$ cat src/rtl/sram_wr_ctrl.sv
// Write-side data stage of the AXI4 SRAM slave: pairs each generated beat address with a
// W beat, issues a registered byte-masked SRAM write and returns one B response per burst.
module sram_wr_ctrl #(
  parameter int ADDR_WIDTH = 32,
  parameter int DATA_WIDTH = 64,
  parameter int SRAM_DEPTH = 1024
) (
  input  logic                          aclk_i,
  input  logic                          areset_i,
  input  logic [ADDR_WIDTH-1:0]         addr_i,
  input  logic                          addr_last_i,
  input  logic                          addr_valid_i,
  output logic                          addr_ready_o,
  input  logic [DATA_WIDTH-1:0]         wdata_i,
  input  logic [DATA_WIDTH/8-1:0]       wstrb_i,
  input  logic                          wlast_i,
  input  logic                          wvalid_i,
  output logic                          wready_o,
  output logic [1:0]                    bresp_o,
  output logic                          bvalid_o,
  input  logic                          bready_i,
  output logic                          sram_en_o,
  output logic [DATA_WIDTH/8-1:0]       sram_we_o,
  output logic [$clog2(SRAM_DEPTH)-1:0] sram_addr_o,
  output logic [DATA_WIDTH-1:0]         sram_wdata_o
);
  localparam int STRB_WIDTH  = DATA_WIDTH / 8;
  localparam int OFFS_WIDTH  = $clog2(STRB_WIDTH);
  localparam int SADDR_WIDTH = $clog2(SRAM_DEPTH);

  typedef enum logic {ST_DATA = 1'b0, ST_RESP = 1'b1} state_e;

  state_e                  state_q;
  logic                    err_q;
  logic                    err_d;
  logic                    bvalid_q;
  logic [1:0]              bresp_q;
  logic [1:0]              bresp_d;
  logic                    sram_en_q;
  logic [STRB_WIDTH-1:0]   sram_we_q;
  logic [SADDR_WIDTH-1:0]  sram_addr_q;
  logic [DATA_WIDTH-1:0]   sram_wdata_q;
  logic [ADDR_WIDTH-1:0]   word_s;
  logic                    in_range_s;
  logic                    fire_s;
  logic                    beat_err_s;

  assign word_s     = addr_i >> OFFS_WIDTH;
  assign in_range_s = (word_s < ADDR_WIDTH'(SRAM_DEPTH));
  assign fire_s     = (state_q == ST_DATA) && addr_valid_i && wvalid_i;

  // Each ready mirrors the other stream's valid so a beat never splits across cycles.
  always_comb begin
    addr_ready_o = 1'b0;
    wready_o     = 1'b0;
    case (state_q)
      ST_DATA: begin
        addr_ready_o = wvalid_i;
        wready_o     = addr_valid_i;
      end
      ST_RESP: begin
        addr_ready_o = 1'b0;
        wready_o     = 1'b0;
      end
      default: begin
        addr_ready_o = 1'b0;
        wready_o     = 1'b0;
      end
    endcase
  end

  // Fold this beat's range and last-flag errors into the sticky burst error.
  always_comb begin
    beat_err_s = 1'b0;
    if (fire_s) begin
      beat_err_s = !in_range_s || (wlast_i != addr_last_i);
    end else begin
      beat_err_s = 1'b0;
    end
    err_d   = err_q || beat_err_s;
    bresp_d = err_d ? 2'b10 : 2'b00;
  end

  // Burst FSM with registered SRAM command and B response.
  always_ff @(posedge aclk_i) begin
    if (areset_i) begin
      state_q      <= ST_DATA;
      err_q        <= 1'b0;
      bvalid_q     <= 1'b0;
      bresp_q      <= 2'b00;
      sram_en_q    <= 1'b0;
      sram_we_q    <= '0;
      sram_addr_q  <= '0;
      sram_wdata_q <= '0;
    end else begin
      sram_en_q <= 1'b0;
      sram_we_q <= '0;
      case (state_q)
        ST_DATA: begin
          if (fire_s) begin
            if (in_range_s) begin
              sram_en_q    <= 1'b1;
              sram_we_q    <= wstrb_i;
              sram_addr_q  <= word_s[SADDR_WIDTH-1:0];
              sram_wdata_q <= wdata_i;
            end
            // The address stream alone decides where the burst ends.
            if (addr_last_i) begin
              state_q  <= ST_RESP;
              bvalid_q <= 1'b1;
              bresp_q  <= bresp_d;
            end
            err_q <= err_d;
          end
        end
        ST_RESP: begin
          if (bready_i) begin
            state_q  <= ST_DATA;
            bvalid_q <= 1'b0;
            err_q    <= 1'b0;
          end
        end
        default: begin
          state_q  <= ST_DATA;
          bvalid_q <= 1'b0;
          err_q    <= 1'b0;
        end
      endcase
    end
  end

  assign bvalid_o     = bvalid_q;
  assign bresp_o      = bresp_q;
  assign sram_en_o    = sram_en_q;
  assign sram_we_o    = sram_we_q;
  assign sram_addr_o  = sram_addr_q;
  assign sram_wdata_o = sram_wdata_q;
endmodule

$ cat config.mk
export PLATFORM = sky130hd
export DESIGN_NAME = sram_wr_ctrl
export DESIGN_NICKNAME = d
export VERILOG_FILES = /design/src/rtl/sram_wr_ctrl.sv
export SDC_FILE = /design/constraint.sdc
export NUM_CORES = 1
export LEC_CHECK = 0
export CAP_MARGIN = 20
export CORE_MARGIN = 4
export CORE_UTILIZATION = 41
export DETAILED_ROUTE_END_ITERATION = 7
export GPL_TIMING_DRIVEN = 0
export PLACE_DENSITY = 0.86
export REMOVE_ABC_BUFFERS = 1
export SETUP_SLACK_MARGIN = 0.2
export SYNTH_ARGS = -nofsm -noshare
export SYNTH_HDL_FRONTEND = slang
export SYNTH_SLANG_ARGS = --single-unit
$ cat constraint.sdc
create_clock -name aclk_i -period 4.1 [get_ports aclk_i]
set_clock_uncertainty 0.15 [all_clocks]
set_input_delay 0.41 -clock aclk_i [delete_from_list [all_inputs] [get_ports aclk_i]]
set_output_delay 0.41 -clock aclk_i [all_outputs]
set_load 0.02 [all_outputs]
==> results of run 1 <==
==> tightest hold or removal path, delay by kind of cell (launching register included) <==
kind             cells  cell delay [ns]
AO/OA/AOI/OAI        1             0.05
flip-flops           1             0.32
AND/OR/NAND/NOR      1             0.05
==> layer usage <==
layer	global-route usage, %	share of wire [%]
met3	6.18	8.2
met5	0	0
met1	26.5	40
met2	36.9	50
met4	7.77	2.3
==> cells in the mapped netlist, drive strengths merged <==
cell type | n | area [um2]
dfxtp | 87 | 1740
a21oi | 77 | 385
nand4 | 74 | 463
o21ai | 74 | 370
buf | 33 | 191
clkbuf | 18 | 67.6
and2 | 9 | 56.3
nor4 | 4 | 50.1
nand2 | 3 | 11.3
nand3 | 2 | 15.0
nor2b | 2 | 12.5
nor3 | 2 | 21.3
nor4b | 2 | 23.8
a311oi | 1 | 8.76
and3 | 1 | 6.26
and3b | 1 | 8.76
conb | 1 | 3.75
nand2b | 1 | 6.26
nor2 | 1 | 3.75
xor2 | 1 | 8.76
==> power by group <==
part	internal (mW)	total, mW	switching (mW)
logic	0.101	0.155	0.0540
registers	0.846	0.848	0.00143
clock network	0.285	0.590	0.305
total	1.23	1.59	0.360
==> cells by family after synthesis <==
logic type	Yosys count	share of synthesized area [%]
AOI/OAI and AO/OA	152	22.1
xor gates and xnor gates	1	0.253
DFF	87	50.4
buffers and inverters	51	7.49
other	1	0.109
and+or+nand+nor	102	19.6
==> state kept, by name (all words and copies together) (netlist names) <==
signal	cells
bresp_o	1
bvalid_o	1
err_q	1
sram_addr_o	10
sram_en_o	1
sram_wdata_o	64
sram_we_o	8
state_q	1
==> worst max-delay path by stage <==
stage / to / slack [ns] / depth (start not counted)
floorplan: sram_we_o[0]$_SDFF_PP0_ / 0.08 / 4
global placement: sram_we_o[4]$_SDFF_PP0_ / -2.07 / 5
detailed placement: sram_we_o[5]$_SDFF_PP0_ / 0.64 / 5
CTS: sram_we_o[5]$_SDFF_PP0_ / 1.0 / 5
finish: sram_we_o[5]$_SDFF_PP0_ / 0.95 / 5
global route: sram_we_o[5]$_SDFF_PP0_ / 0.78 / 5
==> area by class of cell <==
| type | instances | area (um2) | area share [%] |
|---|---|---|---|
| Clock inverter | 6 | 71.3 | 1.28 |
| Tap cell | 105 | 131 | 2.36 |
| Multi-Input combinational cell | 256 | 1480 | 26.5 |
| Sequential cell | 87 | 1740 | 31.2 |
| Clock buffer | 10 | 128 | 2.29 |
| Timing Repair Buffer | 198 | 2020 | 36.3 |
==> per-stage QoR <==
| stage | hold slack (ns) | cell area, um2 | std cells | power [mW] | utilization [%] |
|---|---|---|---|---|---|
| floorplan | 0.328 | 3200 | 343 | 0.888 | - |
| global placement | 0.298 | 5270 | 642 | 1.01 | 64.1 |
| detailed placement | 0.298 | 5380 | 646 | 1.02 | 65.4 |
| CTS | 0.310 | 5580 | 662 | 1.61 | 67.9 |
| global route | 0.341 | 5580 | 662 | 1.66 | 67.9 |
| finish | 0.307 | 5580 | 662 | 1.59 | 67.9 |
==> qor.log, run 1 <==
INFO  yosys          portion_of_the_post_synthesis_area_used_by_sequential_elements=50.4%
INFO  hold_path      worstHoldPathType=reg -> reg
INFO  worst_setup_path r2r_slack=1.09ns
INFO  sta            maxClockFrequency=0.318GHz
INFO  worst_setup_path timing.critical_path.fanout_max=75
INFO  sta            fin_tns_setup=0ns
INFO  sta            tightestPinTransition=0.932ns
INFO  yosys          synthesis.area=3460um2
INFO  detailed_routing drt_wl_total=11.4mm
INFO  detailed_routing drc=0
INFO  layout         num-fill-cells=658
INFO  sta            timing_max_transition_violations_final=0
INFO  floorplanning  starting_density_of_the_core=42.1%
INFO  cts            clock_tree.htree_level_count=3
INFO  global_routing groute.usage.overall=21.8%
INFO  worst_setup_path cp_data_arrival_time=3.27ns
INFO  layout         total_number_of_nets_in_the_final_design=663
INFO  cts            numClockSinks=87
INFO  worst_setup_path class_of_the_most_critical_setup_path=in -> reg
INFO  floorplanning  coreArea=8220um2
INFO  worst_setup_path regToRegEndpoint=sram_we_o[5]$_SDFF_PP0_
INFO  global_routing grt_antenna_before_repair=0
INFO  outcome        outcome=finished, final reports clean
INFO  floorplanning  die_h=99.8um
INFO  run            max_cap_violations=0
INFO  layout         most-common-layout-cells=sky130_fd_sc_hd__clkdlybuf4s50_1 (193), sky130_fd_sc_hd__dfxtp_1 (87), sky130_fd_sc_hd__a21oi_1 (77)
INFO  worst_setup_path critical_path_buf_inv_count=1
INFO  worst_setup_path worstPathCellList=clkdlybuf4s50_1 -> and3b_2 -> nand3_4 -> nor3_4 -> and2_1
INFO  sta            layout_min_cycle_time=3.15ns
INFO  sta            final.period_utilization=76.8%
INFO  detailed_routing dr_total_vias=3,714
INFO  place          post-place-ws=0.635ns
INFO  layout         area_delta_synth_final=61.3%
INFO  worst_setup_path required=4.22ns
INFO  cts            postCtsSetupBuffers=0
INFO  yosys          gate_count_post_synth=394
INFO  hold_path      min_delay_path_depth=2
INFO  power_and_ir_drop vdd.ir_drop.worst=0.196mV
INFO  cts            cts.root.buffer_cell=sky130_fd_sc_hd__clkbuf_8
INFO  cts            tritoncts.num_buffers=9
INFO  layout         num_antenna_cells=0
INFO  floorplanning  num_rows=33
INFO  detailed_routing detail_route.vias_per_cell=5.61
INFO  cts            post_cts_resize_count=0
INFO  place          dp_hpwl=7.63mm
INFO  cts            clock_pin_slew_on_the_worst_setup_and_hold_paths=0.09ns
INFO  floorplanning  design.die.area=9960um2
INFO  worst_setup_path critPathCaptureType=register
INFO  cts            cts_hold_buf=0
INFO  place          numPortBuffers=194
INFO  detailed_routing routed_wire_length_per_instance=17.3um
INFO  yosys          synthesis.area_per_instance=8.77um2
INFO  worst_setup_path crit-reg2reg-launch=state_q$_SDFF_PP0_
INFO  sta            finalSetupViolations=0
INFO  yosys          ys_ff_latch=87
INFO  layout         drive_gt1_share=5.57%
INFO  sta            final-hold-violation-count=0
INFO  worst_setup_path timing.critical_path.from_type=input pin
INFO  worst_setup_path cpMaxStageDelayCell=sky130_fd_sc_hd__nand3_4
INFO  global_routing grt_pass1_vias=3,673
INFO  sta            grt_setup_unrepaired=false
INFO  hold_path      hp-start=bvalid_o$_SDFFE_PP0P_
INFO  detailed_routing detail_route.first_pass.iterations=4
INFO  worst_setup_path worst_r2r_path_depth=4
INFO  global_routing wire_length_of_the_first_global_routing_pass=17.7mm
INFO  place          place.gp.congestion=0.750
INFO  floorplanning  chipWidth=99.8um
INFO  sta            postLayoutSetupSlackWorst=0.952ns
INFO  power_and_ir_drop power-per-cell-area=286nW/um2
INFO  worst_setup_path timing.critical_path.max_delay_family=simple AND/OR/NAND/NOR gates
INFO  hold_path      min_to=bvalid_o$_SDFFE_PP0P_
INFO  worst_setup_path worstSetupStartpoint=wvalid_i
INFO  layout         mostFrequentLayoutCell=sky130_fd_sc_hd__clkdlybuf4s50_1
INFO  sta            max-slew-margin-rel=37.8%
INFO  detailed_routing postRouteAntennaNets=0
INFO  cts            worstSkewPairLatency=0.33ns
INFO  worst_setup_path timing.critical_path.slowest_cell_delay=0.84ns
INFO  cts            tritoncts_clock_tree=done
INFO  yosys          warnings_from_yosys=0
INFO  global_routing grt_remaining_overflow=0
INFO  yosys          synth.lib_cells_used.distinct=26
INFO  global_routing grt_start_max_net_pins=77
INFO  cts            cts_max_path_buffers=2
INFO  floorplanning  top_level_ports=199
INFO  detailed_routing initial_drc_count=178
INFO  power_and_ir_drop leakage=1.76nW
(Power assumes the default switching activity.)
==> inputs of run 2 (changes only) <==
Settings changed: CORE_UTILIZATION 41 to 34, PLACE_DENSITY 0.86 to 0.76.
Clock period 4.1 ns to 2.52 ns, I/O delays scaled along.
==> run 2 against run 1 <==
First-iteration DRC count grew 40%; core utilization shrank 8.7 points; critical path type is now reg -> reg; global-route usage shrank 2.8 points; worst setup slack lost 0.60 ns; combinational power grew 81%; sequential power grew 63%; highest routed layer unchanged.
==> qor.log, run 2 (synthesized netlist as in run 1, its figures left out) <==
INFO  outcome        outcome=finished, final reports clean
INFO  layout         total_number_of_nets_in_the_final_design=680
INFO  detailed_routing drc=0
INFO  cts            worstSkewPairLatency=0.35ns
INFO  place          numPortBuffers=194
INFO  detailed_routing detailroute.wirelength.met2=6.39mm
INFO  sta            final.period_utilization=86.0%
INFO  floorplanning  coreArea=9820um2
INFO  sta            grt_setup_unrepaired=false
INFO  detailed_routing detail_route.first_pass.iterations=5
INFO  detailed_routing dr_total_vias=3,904
INFO  floorplanning  die_h=109um
INFO  global_routing grt_remaining_overflow=0
INFO  detailed_routing wirelength_met1=5.49mm
INFO  layout         postLayoutCellArea=5810um2
INFO  detailed_routing detail_route.vias_per_cell=5.52
INFO  place          dp_hpwl=7.53mm
INFO  global_routing grt_antenna_before_repair=0
INFO  cts            clock_tree.htree_level_count=3
INFO  sta            layout_min_cycle_time=2.17ns
INFO  detailed_routing top_layer=met4
INFO  layout         num_antenna_cells=0
INFO  detailed_routing initial_drc_count=249
INFO  sta            final-hold-violation-count=0
INFO  sta            maxClockFrequency=0.461GHz
INFO  worst_setup_path critPathCaptureType=register
INFO  cts            cts.root.buffer_cell=sky130_fd_sc_hd__clkbuf_8
INFO  worst_setup_path timing.critical_path.fanout_max=37
INFO  floorplanning  starting_density_of_the_core=35.2%
INFO  sta            finalSetupViolations=0
INFO  layout         max_ffs_per_register=64
INFO  global_routing groute.usage.overall=19.0%
INFO  floorplanning  design.die.area=11,800um2
INFO  cts            tritoncts.num_buffers=9
INFO  cts            tritoncts_clock_tree=done
INFO  floorplanning  chipWidth=109um
INFO  cts            cts_hold_buf=0
INFO  power_and_ir_drop power-per-cell-area=449nW/um2
INFO  cts            clock_pin_slew_on_the_worst_setup_and_hold_paths=0.09ns
INFO  worst_setup_path cp_data_arrival_time=2.22ns
INFO  sta            tightestPinTransition=0.871ns
INFO  layout         multi_input_comb_area=1610um2
INFO  detailed_routing routed_wire_length_per_instance=18.9um
INFO  layout         most-common-layout-cells=sky130_fd_sc_hd__clkdlybuf4s50_1 (193), sky130_fd_sc_hd__dfxtp_1 (87), sky130_fd_sc_hd__a21oi_1 (77)
INFO  sta            max-slew-margin-rel=41.9%
INFO  hold_path      worstHoldPathType=in -> reg
INFO  power_and_ir_drop leakage=1.84nW
INFO  cts            numClockSinks=87
INFO  detailed_routing drt_wl_total=13.3mm
INFO  layout         mostFrequentLayoutCell=sky130_fd_sc_hd__clkdlybuf4s50_1
INFO  layout         seqCellArea=1740um2
INFO  worst_setup_path required=2.57ns
INFO  floorplanning  num_rows=36
INFO  detailed_routing postRouteAntennaNets=0
INFO  layout         drive_gt1_share=8.36%
INFO  power_and_ir_drop vdd.ir_drop.worst=0.273mV
INFO  sta            hold_ws=0.304ns
INFO  global_routing wire_length_of_the_first_global_routing_pass=17.9mm
INFO  global_routing grt_pass1_vias=3,566
INFO  layout         area_delta_synth_final=68.1%
INFO  detailed_routing dr_wl_met3=1.15mm
INFO  layout         num-fill-cells=886
INFO  floorplanning  top_level_ports=199
INFO  place          place_area=5400um2
INFO  run            max_cap_violations=0
INFO  worst_setup_path timing.critical_path.from_type=register
INFO  worst_setup_path class_of_the_most_critical_setup_path=reg -> reg
INFO  sta            timing_max_transition_violations_final=0
INFO  cts            cts_max_path_buffers=2
INFO  global_routing grt_start_max_net_pins=77
INFO  place          place.gp.congestion=0.686
INFO  power_and_ir_drop total_power=2.61mW
-- run 2: cell types whose count changed in the layout (fill, tap and decap cells not counted), moves of 2 or more --
cell	before	now
sky130_fd_sc_hd__buf_4	0	11
sky130_fd_sc_hd__clkinv_2	0	3
sky130_fd_sc_hd__clkinv_4	3	1
sky130_fd_sc_hd__nand3_4	2	5
sky130_fd_sc_hd__nor4_2	4	0
sky130_fd_sc_hd__nor4_4	0	4
-- run 2: per-stage QoR --
step / TNS [ns] / util [%] / worst slack (ns) / instances
2_1_floorplan: -112.36 / - / -1.46 / 343
5_1_grt: 0 / 59.1 / 0.227 / 707
4_1_cts: 0 / 57.3 / 0.0525 / 691
3_3_place_gp: -290.62 / 54.0 / -3.55 / 670
6_report: 0 / 59.1 / 0.352 / 707
3_5_place_dp: -49.73 / 55.0 / -0.737 / 674
-- run 2: report_power, final --
group          switching (mW)  leakage [nW]  internal, mW
registers             0.00307         0.701          1.38
logic                   0.106          1.04         0.174
clock network           0.491        0.0960         0.455
-- run 2: final timing paths --
check,start,to,slack (ns),cells past startpoint
worst max-delay path,state_q$_SDFF_PP0_,sram_wdata_o[0]$_SDFFE_PP0P_,0.35,4
worst min register to register,bvalid_o$_SDFFE_PP0P_,bvalid_o$_SDFFE_PP0P_,0.33,2
worst max register to register,state_q$_SDFF_PP0_,sram_wdata_o[0]$_SDFFE_PP0P_,0.35,4
worst min-delay path,wdata_i[53],sram_wdata_o[53]$_SDFFE_PP0P_,0.30,3
-- run 2: layout make-up --
class	instances	area share [%]
clock buffers	10	2.20
clock inverters	6	1.06
repair buffers	209	36.1
flip-flops and latches	87	30.0
multi-input cells	262	27.7
well taps	133	2.87
-- run 2: routing by layer --
layer,GRT usage (%),up-vias
li1,-,1833
met4,7.48,0
met1,22.3,1874
met5,0,-
met3,5.80,22
met2,32.4,175
-- run 2: what timing repair did --
| action | in CTS | in global routing |
|---|---|---|
| setup buffers | 0 | 11 |
| setup endpoints to repair | 85 | 85 |
| gates cloned | 1 | 5 |
| resized for setup | 5 | 7 |
| endpoints found under the hold margin | 0 | 0 |
| pin swaps | 1 | 6 |
-- run 2: critical path: stages, from the launching register on --
cell                      delay, ns
sky130_fd_sc_hd__dfxtp_1       0.39
sky130_fd_sc_hd__and3b_4       0.59
sky130_fd_sc_hd__nand3_4       0.46
sky130_fd_sc_hd__o21ai_1       0.32
sky130_fd_sc_hd__a21oi_1       0.10
==> inputs of run 3 (changes only) <==
Settings changed: CORE_ASPECT_RATIO set to 0.9.
==> run 3 against run 2 <==
Final area is 2.5% higher; total power grew 16%; wire length increased by 1.5%; fmax is 5.5% lower; worst hold slack better by 0.018 ns; clock power is 43% higher.
==> qor.log, run 3 (synthesized netlist as in run 1, its figures left out) <==
INFO  detailed_routing postRouteAntennaNets=0
INFO  power_and_ir_drop total_power=3.01mW
INFO  outcome        outcome=finished, final reports clean
INFO  global_routing gr_layer_usage_met1=24.1%
INFO  place          placedCellCount=667
INFO  place          dp_hpwl=7.77mm
INFO  run            max_cap_violations=0
INFO  layout         postLayoutCellArea=5960um2
INFO  cts            worstSkewPairLatency=0.33ns
INFO  global_routing grt_antenna_before_repair=0
INFO  detailed_routing dr_total_vias=3,871
INFO  layout         area_delta_synth_final=72.3%
INFO  place          place.gp.congestion=0.726
INFO  sta            final.period_utilization=91.0%
INFO  floorplanning  starting_density_of_the_core=35.3%
INFO  cts            tritoncts_clock_tree=done
INFO  place          place_area=5400um2
INFO  worst_setup_path required=2.57ns
INFO  worst_setup_path cp_data_arrival_time=2.35ns
INFO  global_routing groute.usage.overall=21.2%
INFO  detailed_routing initial_drc_count=356
INFO  layout         total_number_of_nets_in_the_final_design=684
INFO  global_routing grt_remaining_overflow=0
INFO  place          post-place-ws=-0.846ns
INFO  sta            tightestPinTransition=0.727ns
INFO  detailed_routing routed_wire_length_per_instance=19.2um
INFO  global_routing wire_length_of_the_first_global_routing_pass=20.3mm
INFO  sta            hold_ws=0.323ns
INFO  cts            clock_tree.htree_level_count=3
INFO  worst_setup_path class_of_the_most_critical_setup_path=reg -> reg
INFO  detailed_routing detail_route.first_pass.iterations=5
INFO  detailed_routing drt_wl_total=13.5mm
INFO  power_and_ir_drop vdd.ir_drop.worst=0.304mV
INFO  sta            grt_setup_unrepaired=true
INFO  cts            cts_hold_buf=0
INFO  layout         num_antenna_cells=0
INFO  cts            tritoncts.num_buffers=9
INFO  sta            postLayoutSetupSlackWorst=0.226ns
INFO  cts            cts.root.buffer_cell=sky130_fd_sc_hd__clkbuf_16
INFO  sta            maxClockFrequency=0.436GHz
INFO  layout         drive_gt1_share=9.17%
INFO  power_and_ir_drop power-per-cell-area=506nW/um2
INFO  sta            final-hold-violation-count=0
INFO  sta            fin_tns_setup=0ns
INFO  power_and_ir_drop leakage=1.90nW
INFO  layout         mostFrequentLayoutCell=sky130_fd_sc_hd__clkdlybuf4s50_1
INFO  floorplanning  num_rows=34
INFO  layout         final_util=60.9%
INFO  global_routing gr-max-usage-layer=met2
INFO  floorplanning  design.die.area=11,800um2
INFO  detailed_routing drc=0
INFO  floorplanning  chipWidth=114um
INFO  cts            cts_max_path_buffers=2
INFO  worst_setup_path timing.critical_path.fanout_max=46
INFO  layout         final_cell_count_no_fill=704
INFO  worst_setup_path r2r_slack=0.23ns
INFO  layout         num-fill-cells=839
INFO  cts            clock_pin_slew_on_the_worst_setup_and_hold_paths=0.07ns
INFO  place          numPortBuffers=194
INFO  worst_setup_path critPathCaptureType=register
INFO  worst_setup_path timing.critical_path.from_type=register
INFO  hold_path      worstHoldPathType=reg -> reg
INFO  sta            finalSetupViolations=0
INFO  sta            timing_max_transition_violations_final=0
INFO  detailed_routing detail_route.vias_per_cell=5.50
INFO  global_routing met2_usage=37.1%
INFO  global_routing grt_pass1_vias=3,794
INFO  sta            layout_min_cycle_time=2.29ns
INFO  layout         max_ffs_per_register=64
INFO  cts            numClockSinks=87
INFO  global_routing grt_use_met3=8.40%
INFO  global_routing grt_start_max_net_pins=49
INFO  floorplanning  top_level_ports=199
INFO  sta            max-slew-margin-rel=51.6%
INFO  floorplanning  die_h=104um
INFO  layout         most-common-layout-cells=sky130_fd_sc_hd__clkdlybuf4s50_1 (193), sky130_fd_sc_hd__dfxtp_1 (87), sky130_fd_sc_hd__a21oi_1 (77)
INFO  floorplanning  coreArea=9780um2
## run 3: path summary, 6_finish.rpt
| kind | from | to | cells past startpoint |
|---|---|---|---|
| max reg2reg | state_q$_SDFF_PP0_ | sram_wdata_o[60]$_SDFFE_PP0P_ | 5 |
| min reg2reg | sram_wdata_o[29]$_SDFFE_PP0P_ | sram_wdata_o[29]$_SDFFE_PP0P_ | 2 |
| min | sram_wdata_o[29]$_SDFFE_PP0P_ | sram_wdata_o[29]$_SDFFE_PP0P_ | 2 |
| max | state_q$_SDFF_PP0_ | sram_wdata_o[60]$_SDFFE_PP0P_ | 5 |
## run 3: cell type report
cell class                      instances  area [um2]  area share, %
Timing Repair Buffer                  210        2110           35.4
Clock buffer                            9         225           3.78
Clock inverter                          7        77.6           1.30
Sequential cell                        87        1740           29.2
Multi-Input combinational cell        265        1650           27.6
Tap cell                              126         158           2.65
## run 3: per-layer routing
metal  vias up  part of all wire, %
met5         -                    0
met4         0                 0.97
met3        12                  9.5
met2       165                   49
met1      1838                   40
li1       1856                    -
## run 3: report_power, final
group	switching, mW	internal (mW)	total, mW
clock	0.566	0.781	1.35
sequential	0.00294	1.38	1.38
combinational	0.108	0.175	0.283
## run 3: worst max-delay path: stages (launching register included)
cell and delay, ns:
sky130_fd_sc_hd__dfxtp_1 0.37, sky130_fd_sc_hd__and3b_4 0.52, sky130_fd_sc_hd__buf_12 0.28, sky130_fd_sc_hd__nand3_2 0.44
sky130_fd_sc_hd__o21ai_1 0.28, sky130_fd_sc_hd__a21oi_1 0.10
## run 3: timing repair
item                       4_1_cts  5_1_grt
setup endpoints to repair       85       74
cloned                           7        2
setup buffers                    1       11
pin swaps                        4        6
resized for setup               12        1
